<file path="src/rtl/div_pkg.sv">
// div_pkg: shared state encoding, default width and counter sizing for div_sched
package div_pkg;
  typedef enum logic [1:0] {IDLE, CALC, DONE} state_t;
  localparam int DIV_W = 8;
  function automatic int cnt_w(input int w);
    return $clog2(w + 1);
  endfunction
endpackage

</file>
<file path="src/rtl/div_core.sv">
// div_core: restoring divider datapath, one shift-subtract step per step strobe
module div_core #(
  parameter int W = 8
) (
  input  logic         clk,
  input  logic         rst,
  input  logic         load,
  input  logic         step,
  input  logic [W-1:0] a,
  input  logic [W-1:0] b,
  output logic [W-1:0] q,
  output logic [W-1:0] r
);
  logic [W-1:0] r_rem, r_quo, r_b;
  logic [W:0]   w_sh;
  logic         w_ge;
  logic [W-1:0] w_rem_n, w_quo_n;
  // The shifted remainder needs one extra bit so the compare against b never overflows.
  assign w_sh    = {r_rem, r_quo[W-1]};
  assign w_ge    = w_sh >= {1'b0, r_b};
  assign w_rem_n = W'(w_ge ? w_sh - {1'b0, r_b} : w_sh);
  assign w_quo_n = {r_quo[W-2:0], w_ge};
  // q/r show the values the next step produces, so the scheduler can capture the final result on the last step edge.
  assign q = w_quo_n;
  assign r = w_rem_n;
  // Operand load on acceptance, then one iteration per step.
  always_ff @(posedge clk or negedge rst) begin
    if (!rst) begin
      r_rem <= '0;
      r_quo <= '0;
      r_b   <= '0;
    end else if (load) begin
      r_rem <= '0;
      r_quo <= a;
      r_b   <= b;
    end else if (step) begin
      r_rem <= w_rem_n;
      r_quo <= w_quo_n;
    end
  end
endmodule

</file>
<file path="src/rtl/div_sched.sv">
// div_sched: round-robin scheduler sharing one sequential divider among N requesters (option: DIV_ZERO_BYPASS_EN)
module div_sched
  import div_pkg::*;
#(
  parameter int N = 4,
  parameter int W = DIV_W
) (
  input  logic                 clk,
  input  logic                 rst,
  input  logic [N-1:0]         req_valid,
  input  logic [N*W-1:0]       req_a,
  input  logic [N*W-1:0]       req_b,
  output logic [N-1:0]         req_ready,
  output logic                 rsp_valid,
  input  logic                 rsp_ready,
  output logic [$clog2(N)-1:0] rsp_id,
  output logic [W-1:0]         rsp_q,
  output logic [W-1:0]         rsp_r,
  output logic                 rsp_err,
  output logic                 busy
);
  localparam int IW = $clog2(N);
  localparam int CW = cnt_w(W);
  state_t        r_state, w_nxt;
  logic [CW-1:0] r_cnt;
  logic [IW-1:0] r_last, w_id;
  logic          w_any, w_acc, w_last, w_zero;
  logic [W-1:0]  w_a, w_b, w_q, w_r;
  // Round-robin search starting just after the previous winner.
  always_comb begin
    w_any = 1'b0;
    w_id  = '0;
    for (int k = 1; k <= N; k++)
      if (!w_any && req_valid[IW'((int'(r_last) + k) % N)]) begin
        w_any = 1'b1;
        w_id  = IW'((int'(r_last) + k) % N);
      end
  end
  assign w_acc     = r_state == IDLE && w_any;
  assign req_ready = (rst && w_acc) ? N'(1) << w_id : '0;
  assign w_a       = req_a[int'(w_id)*W +: W];
  assign w_b       = req_b[int'(w_id)*W +: W];
  assign w_last    = r_state == CALC && r_cnt == CW'(W - 1);
  assign rsp_valid = r_state == DONE;
  assign busy      = r_state != IDLE;
`ifdef DIV_ZERO_BYPASS_EN
  assign w_zero = w_b == '0;
`else
  assign w_zero = 1'b0;
`endif
  div_core #(.W(W)) u_core (
    .clk  (clk),
    .rst  (rst),
    .load (w_acc),
    .step (r_state == CALC),
    .a    (w_a),
    .b    (w_b),
    .q    (w_q),
    .r    (w_r)
  );
  // Next-state selection.
  always_comb begin
    w_nxt = r_state;
    unique case (r_state)
      IDLE:    w_nxt = w_acc ? (w_zero ? DONE : CALC) : IDLE;
      CALC:    w_nxt = w_last ? DONE : CALC;
      DONE:    w_nxt = rsp_ready ? IDLE : DONE;
      default: w_nxt = IDLE;
    endcase
  end
  // State register.
  always_ff @(posedge clk or negedge rst) begin
    if (!rst) r_state <= IDLE;
    else      r_state <= w_nxt;
  end
  // Iteration counter and round-robin pointer; r_last also identifies the job in flight.
  always_ff @(posedge clk or negedge rst) begin
    if (!rst) begin
      r_cnt  <= '0;
      r_last <= IW'(N - 1);
    end else if (w_acc) begin
      r_cnt  <= '0;
      r_last <= w_id;
    end else if (r_state == CALC) begin
      r_cnt  <= r_cnt + 1'b1;
    end
  end
  // Response capture on entry to DONE, held until the next entry.
  always_ff @(posedge clk or negedge rst) begin
    if (!rst) begin
      rsp_id  <= '0;
      rsp_q   <= '0;
      rsp_r   <= '0;
      rsp_err <= 1'b0;
    end else if (w_last) begin
      rsp_id  <= r_last;
      rsp_q   <= w_q;
      rsp_r   <= w_r;
      rsp_err <= 1'b0;
    end else if (w_acc && w_zero) begin
      rsp_id  <= w_id;
      rsp_q   <= '1;
      rsp_r   <= w_a;
      rsp_err <= 1'b1;
    end
  end
endmodule

</file>
<file path="config.mk">
export PLATFORM = sky130hd
export DESIGN_NAME = div_sched
export DESIGN_NICKNAME = d
export VERILOG_FILES = /design/src/rtl/div_pkg.sv /design/src/rtl/div_core.sv /design/src/rtl/div_sched.sv
export SDC_FILE = /design/constraint.sdc
export NUM_CORES = 1
export LEC_CHECK = 0
export CAP_MARGIN = 20
export CELL_PAD_IN_SITES_DETAIL_PLACEMENT = 0
export CELL_PAD_IN_SITES_GLOBAL_PLACEMENT = 2
export CORE_AREA = 2 2 107 109
export CTS_CLUSTER_SIZE = 10
export DETAILED_ROUTE_END_ITERATION = 7
export DIE_AREA = 0 0 109 111
export PLACE_DENSITY_LB_ADDON = 0.2
export SLEW_MARGIN = 20
export SYNTH_ARGS = -nofsm -noshare
export SYNTH_HDL_FRONTEND = slang
export SYNTH_HIERARCHICAL = 1
export SYNTH_SLANG_ARGS = --single-unit
export TNS_END_PERCENT = 50
</file>
<file path="constraint.sdc">
create_clock -name clk -period 4.25 [get_ports clk]
set_input_delay 1.275 -clock clk [delete_from_list [all_inputs] [get_ports clk]]
set_output_delay 1.275 -clock clk [all_outputs]
set_load 0.005 [all_outputs]
</file>
**Yosys cells after proc, flatten, opt, wreduce, memory -nomap -nowiden**

Cells that the tools add are included.

- Register bits: 50
- Memory bits (read-only): 0
- Output and inout bits: 25
- RAM bits: 0
- Word-level logic and storage cells: 70
- Latch bits: 0
- Memories kept: 0
- Bits of input ports: 71

- Div/mod/pow operators: 0
- $lt $le $gt $ge: 5
- Add/sub/neg operators: 6
- Reduce and logical (&&, ||, !) cells: 12
- Bitwise operators: 0
- Multiply operators: 0
- Eq/ne operators: 3
- Shift-type cells: 3
- Multiplexer cells: 32

Operators by type and width:

| kind | count |
|---|---|
| $shiftx A32 B6 Y8 | 2 |
| $mux W8 | 5 |
| $lt A2 B4 Y1 const B | 4 |
| $mux W1 | 13 |
| $mux W2 | 6 |
| $mux W4 | 3 |
| $ge A9 B8 Y1 | 1 |
| $bmux W1 S2 | 4 |
| $sub A8 B8 Y8 | 1 |
| $logic_and A1 B1 Y1 | 6 |
| $pmux W2 S3 | 1 |
| $add A2 B1 Y2 const B | 2 |
| $add A2 B2 Y2 const B | 2 |
| $add A4 B1 Y4 const B | 1 |
| $eq A4 B3 Y1 const B | 1 |
| $reduce_bool A2 Y1 | 2 |
| $shl A1 B2 Y4 const A | 1 |
| $logic_not A1 Y1 | 3 |
| $eq A2 B1 Y1 const B | 1 |
| $eq A2 B2 Y1 const B | 1 |
| $logic_not A2 Y1 | 1 |

**Logic depth before layout (Yosys ltp)**

- Depth in word-level cells: 17
- Depth in mapped cells: 10
- Mapped depth without buffers: 10

**By module**

The synthesis kept the hierarchy.

Modules (own cells, without submodules):

| module | seq. area each (sq um) | area an instance (sq um) | instances | cells an instance |
|---|---|---|---|---|
| div_sched | 653.1 | 1749.2 | 1 | 148 |
| div_core | 600.6 | 1675.4 | 1 | 186 |

**Worst setup path before layout**

Ideal clock, no wire load.

- Kind: input port to output port
- Start: input req_valid[2]
- End: output req_ready[1]
- Cell stages on the path: 5
- Data arrival time: 2.116 ns
- Slack: 0.859 ns
- Data required time: 2.975 ns
- Buffers on the path: 1
- Cell sequence: nand2b_1 > a21boi_0 > o21bai_1 > buf_2 > nor2b_1

- Word-level cells in the longest chain between the ends: 16
- Elaborated cells between the ends (all ways): 30
- Classes of those cells: shift: 1; mux: 21; reduce/logical: 8

Ends and longest elaborated chain:

| item | line | text |
|---|---|---|
| from (decl) | div_sched.sv:10 | `input logic [N-1:0] req_valid,` |
| $bmux W1 S2 | div_sched.sv:34 | `if (!w_any && req_valid[IW'((int'(r_last) + k) % N)]) begin` |
| $mux W1 (not written as such) (2 in series) | div_sched.sv:34 |  |
| $mux W1 | div_sched.sv:34 |  |
| $logic_not A1 Y1 | div_sched.sv:34 |  |
| $logic_and A1 B1 Y1 | div_sched.sv:34 |  |
| $mux W1 | div_sched.sv:34 |  |
| $logic_not A1 Y1 | div_sched.sv:34 |  |
| $logic_and A1 B1 Y1 | div_sched.sv:34 |  |
| $mux W1 | div_sched.sv:34 |  |
| $logic_not A1 Y1 | div_sched.sv:34 |  |
| $logic_and A1 B1 Y1 | div_sched.sv:34 |  |
| $mux W1 | div_sched.sv:34 |  |
| $logic_and A1 B1 Y1 | div_sched.sv:39 | `assign w_acc = r_state == IDLE && w_any;` |
| $logic_and A1 B1 Y1 | div_sched.sv:40 | `assign req_ready = (rst && w_acc) ? N'(1) << w_id : '0;` |
| $mux W4 (*) | div_sched.sv:40 |  |
| to (decl) | div_sched.sv:13 | `output logic [N-1:0] req_ready,` |

Mark *: on every way between the ends. The rest lies on a longest branch, timed or not. The select of a mux whose other input is x is not followed.

**Worst setup path in the final report**

- Start: input req_valid[2]
- End: output req_ready[0]

Same word-level chain as after synthesis.

==> qor.yml <==
path_clk_slew_ps: 60
gp_congestion: 0.795
ys.flop_type: "dfrtp_1"
hold_buffers: 0
hold_class: "reg -> reg"
ioPinCount: 96
critPathMaxFanout: 6
setup_viol: 0
maxCapViolations: 0
routedWlPerCell_um: 15.8
cts_root_buffer: "clkbuf_16"
grt_pass1_vias: 2793
viasPerCell: 4.86
p_leak_nw: 2.00
period_share_pct: 92.3
arrival_ps: 2650
drt_wl_total_mm: 8.86
grt_start_max_net_pins: 45
ir_worst_vdd_uv: 396
nets: 496
fin_util_pct: 41.4
grt.total_usage_pct: 15.1
regArea_mm2: 0.00125
end_kind: "primary output"
cts_buffers: 5
vias: 2715
dp_hpwl_mm: 6.72
criticalPathCategory: "in -> out"
cts_sinks: 50
cts_tree: "built"
die_w_um: 109
syn_to_final_growth_pct: 33.8
fillers: 1117
synth_edf_count: 0
max_freq_mhz: 255
row_count: 39
finalHoldViolCount: 0
power_density_mw_per_mm2: 759
crit_family: "buffers and inverters"
cts_max_level: 2
fin_setup_tns_ps: 0
crit_chain: "dlymetal6s2s_1 > nand2b_1 > a21boi_0 > o21bai_4 > nor2_1 > clkdlybuf4s50_1"
drc: 0
dieArea_mm2: 0.0121
ctsResizeCount: 0
netlist_instances: 334
tightestPinTransition_ps: 991
ys.warnings.count: 6
fin_crit_ps: 3920
rsz0062_at_grt: "false"
cpMaxStageDelayCell: "clkdlybuf4s50_1"
placed_cell_area_mm2: 0.00439
die_h_um: 111
grt_pass1_wl_mm: 14.4
multi_input_area_mm2: 0.00193
postCtsSetupRepairBufs: 0
slowest_delay_ps: 500
drt_iter0_markers: 72
initial_utilization_pct: 30.9
cp.required_ps: 2970
relSlewSlack_pct: 33.9
drt_first_pass_iters: 4
final_antenna_net_count: 0
io_buffers: 94
drive_gt1_share_pct: 13.0
startpoint_type: "input pin"
clock_path_buffers: 2
syn_area_per_cell_um2: 10.3
core_area_mm2: 0.0111
async_flop_share_pct: 100
run_status: "complete, no violations"
clk_latency_ps: 290
critical_path_buf_inv_count: 2
synth-seq-cells: 50
skew_ps: 6.35
syn_nets: 415
yosysSeqAreaShare_pct: 36.6
final_common_cell: "clkdlybuf4s50_1"
grt_remaining_overflow: 0
antenna_found_initial: 0
layout_common_cells: "clkdlybuf4s50_1 (89), mux2i_1 (56), dfrtp_1 (48)"
design_area_mm2: 0.00458
yosys.cell_types.count: 59
slew_violations: 0
syn_area_mm2: 0.00342
num_antenna_cells: 0
==> metal layers <==
metal / share of wire (%) / track usage, % / wire (um)
met2: 52 / 26.8 / 4640
met4: 0.88 / 3.33 / 78
met3: 2.5 / 2.23 / 225
met1: 44 / 19.1 / 3910
met5: 0 / 0 / 0
==> synthesized netlist by cell type, types with 3 or more instances <==
master	n	area (um^2)
a21o_1	5	37.5
a311oi_1	5	43.8
buf_2	4	20.0
xor2_1	3	26.3
ha_1	9	113
nand2b_1	5	31.3
nor2b_1	6	37.5
inv_1	15	56.3
a31oi_1	3	18.8
dfrtp_1	48	1200
clkbuf_1	4	15.0
nand2_1	26	97.6
buf_4	10	75.1
buf_12	3	60.1
a21oi_1	5	25.0
nor3_1	5	25.0
nand3_1	8	40.0
o21ai_1	3	15.0
buf_6	3	33.8
nor2_1	12	45.0
o21ai_0	23	115
mux2_1	3	33.8
mux2_2	21	236
nand3b_1	5	37.5
mux2i_1	56	561
==> registers in the layout (all words and copies together) (netlist names) <==
| signal | flops |
|---|---|
| r_state | 2 |
| u_core/r_rem | 8 |
| u_core/r_b | 8 |
| rsp_r | 8 |
| r_cnt | 4 |
| u_core/r_quo | 8 |
| rsp_q | 8 |
| r_last | 2 |
| rsp_id | 2 |
==> final cells by class <==
class | instances | share of cell area, %
Multi-Input combinational cell | 241 | 42.1
Sequential cell | 50 | 27.4
Timing Repair Buffer | 100 | 21.6
Tap cell | 143 | 3.91
Clock buffer | 7 | 2.90
Inverter | 17 | 1.39
Clock inverter | 1 | 0.656
==> power by group <==
part           internal, mW  switching, mW
sequential            0.726          0.165
clock                 0.279          0.173
combinational          1.03           1.10
total                  2.04           1.44
==> final timing paths <==
path / start / end / slack (ps) / cells after the start
max: req_valid[2] / req_ready[0] / 330 / 6
min: rsp_q[6] / rsp_q[6] / 510 / 1
max reg2reg: u_core/r_quo[7] / rsp_r[6] / 1790 / 10
min reg2reg: rsp_q[6] / rsp_q[6] / 510 / 1
max in group asynchronous: rst / r_last[0] / 2870 / 2
min in group asynchronous: rst / rsp_q[4] / 1030 / 2
==> cells by family (layout without fill, tap and decap cells) <==
family | Yosys count | after routing | synth area share (%)
and+or+nand+nor | 79 | 79 | 12.5
buffers and inverters | 43 | 125 | 8.04
other | 1 | 1 | 0.110
adders and majority gates | 10 | 10 | 3.87
AOI/OAI and AO/OA | 66 | 66 | 13.3
DFF | 50 | 50 | 36.6
xor gates and xnor gates | 5 | 5 | 1.28
muxes | 80 | 80 | 24.3
==> metrics by stage <==
stage	hold slack, ps	std cells	worst slack (ps)	power, mW
floorplan	485	334	859	2.52
global placement	491	551	60.8	3.05
detailed placement	498	551	10.8	3.07
CTS	513	559	4.59	3.54
global route	530	559	217	3.81
finish	508	559	327	3.48
No activity file was read; power rests on OpenSTA's default activity.
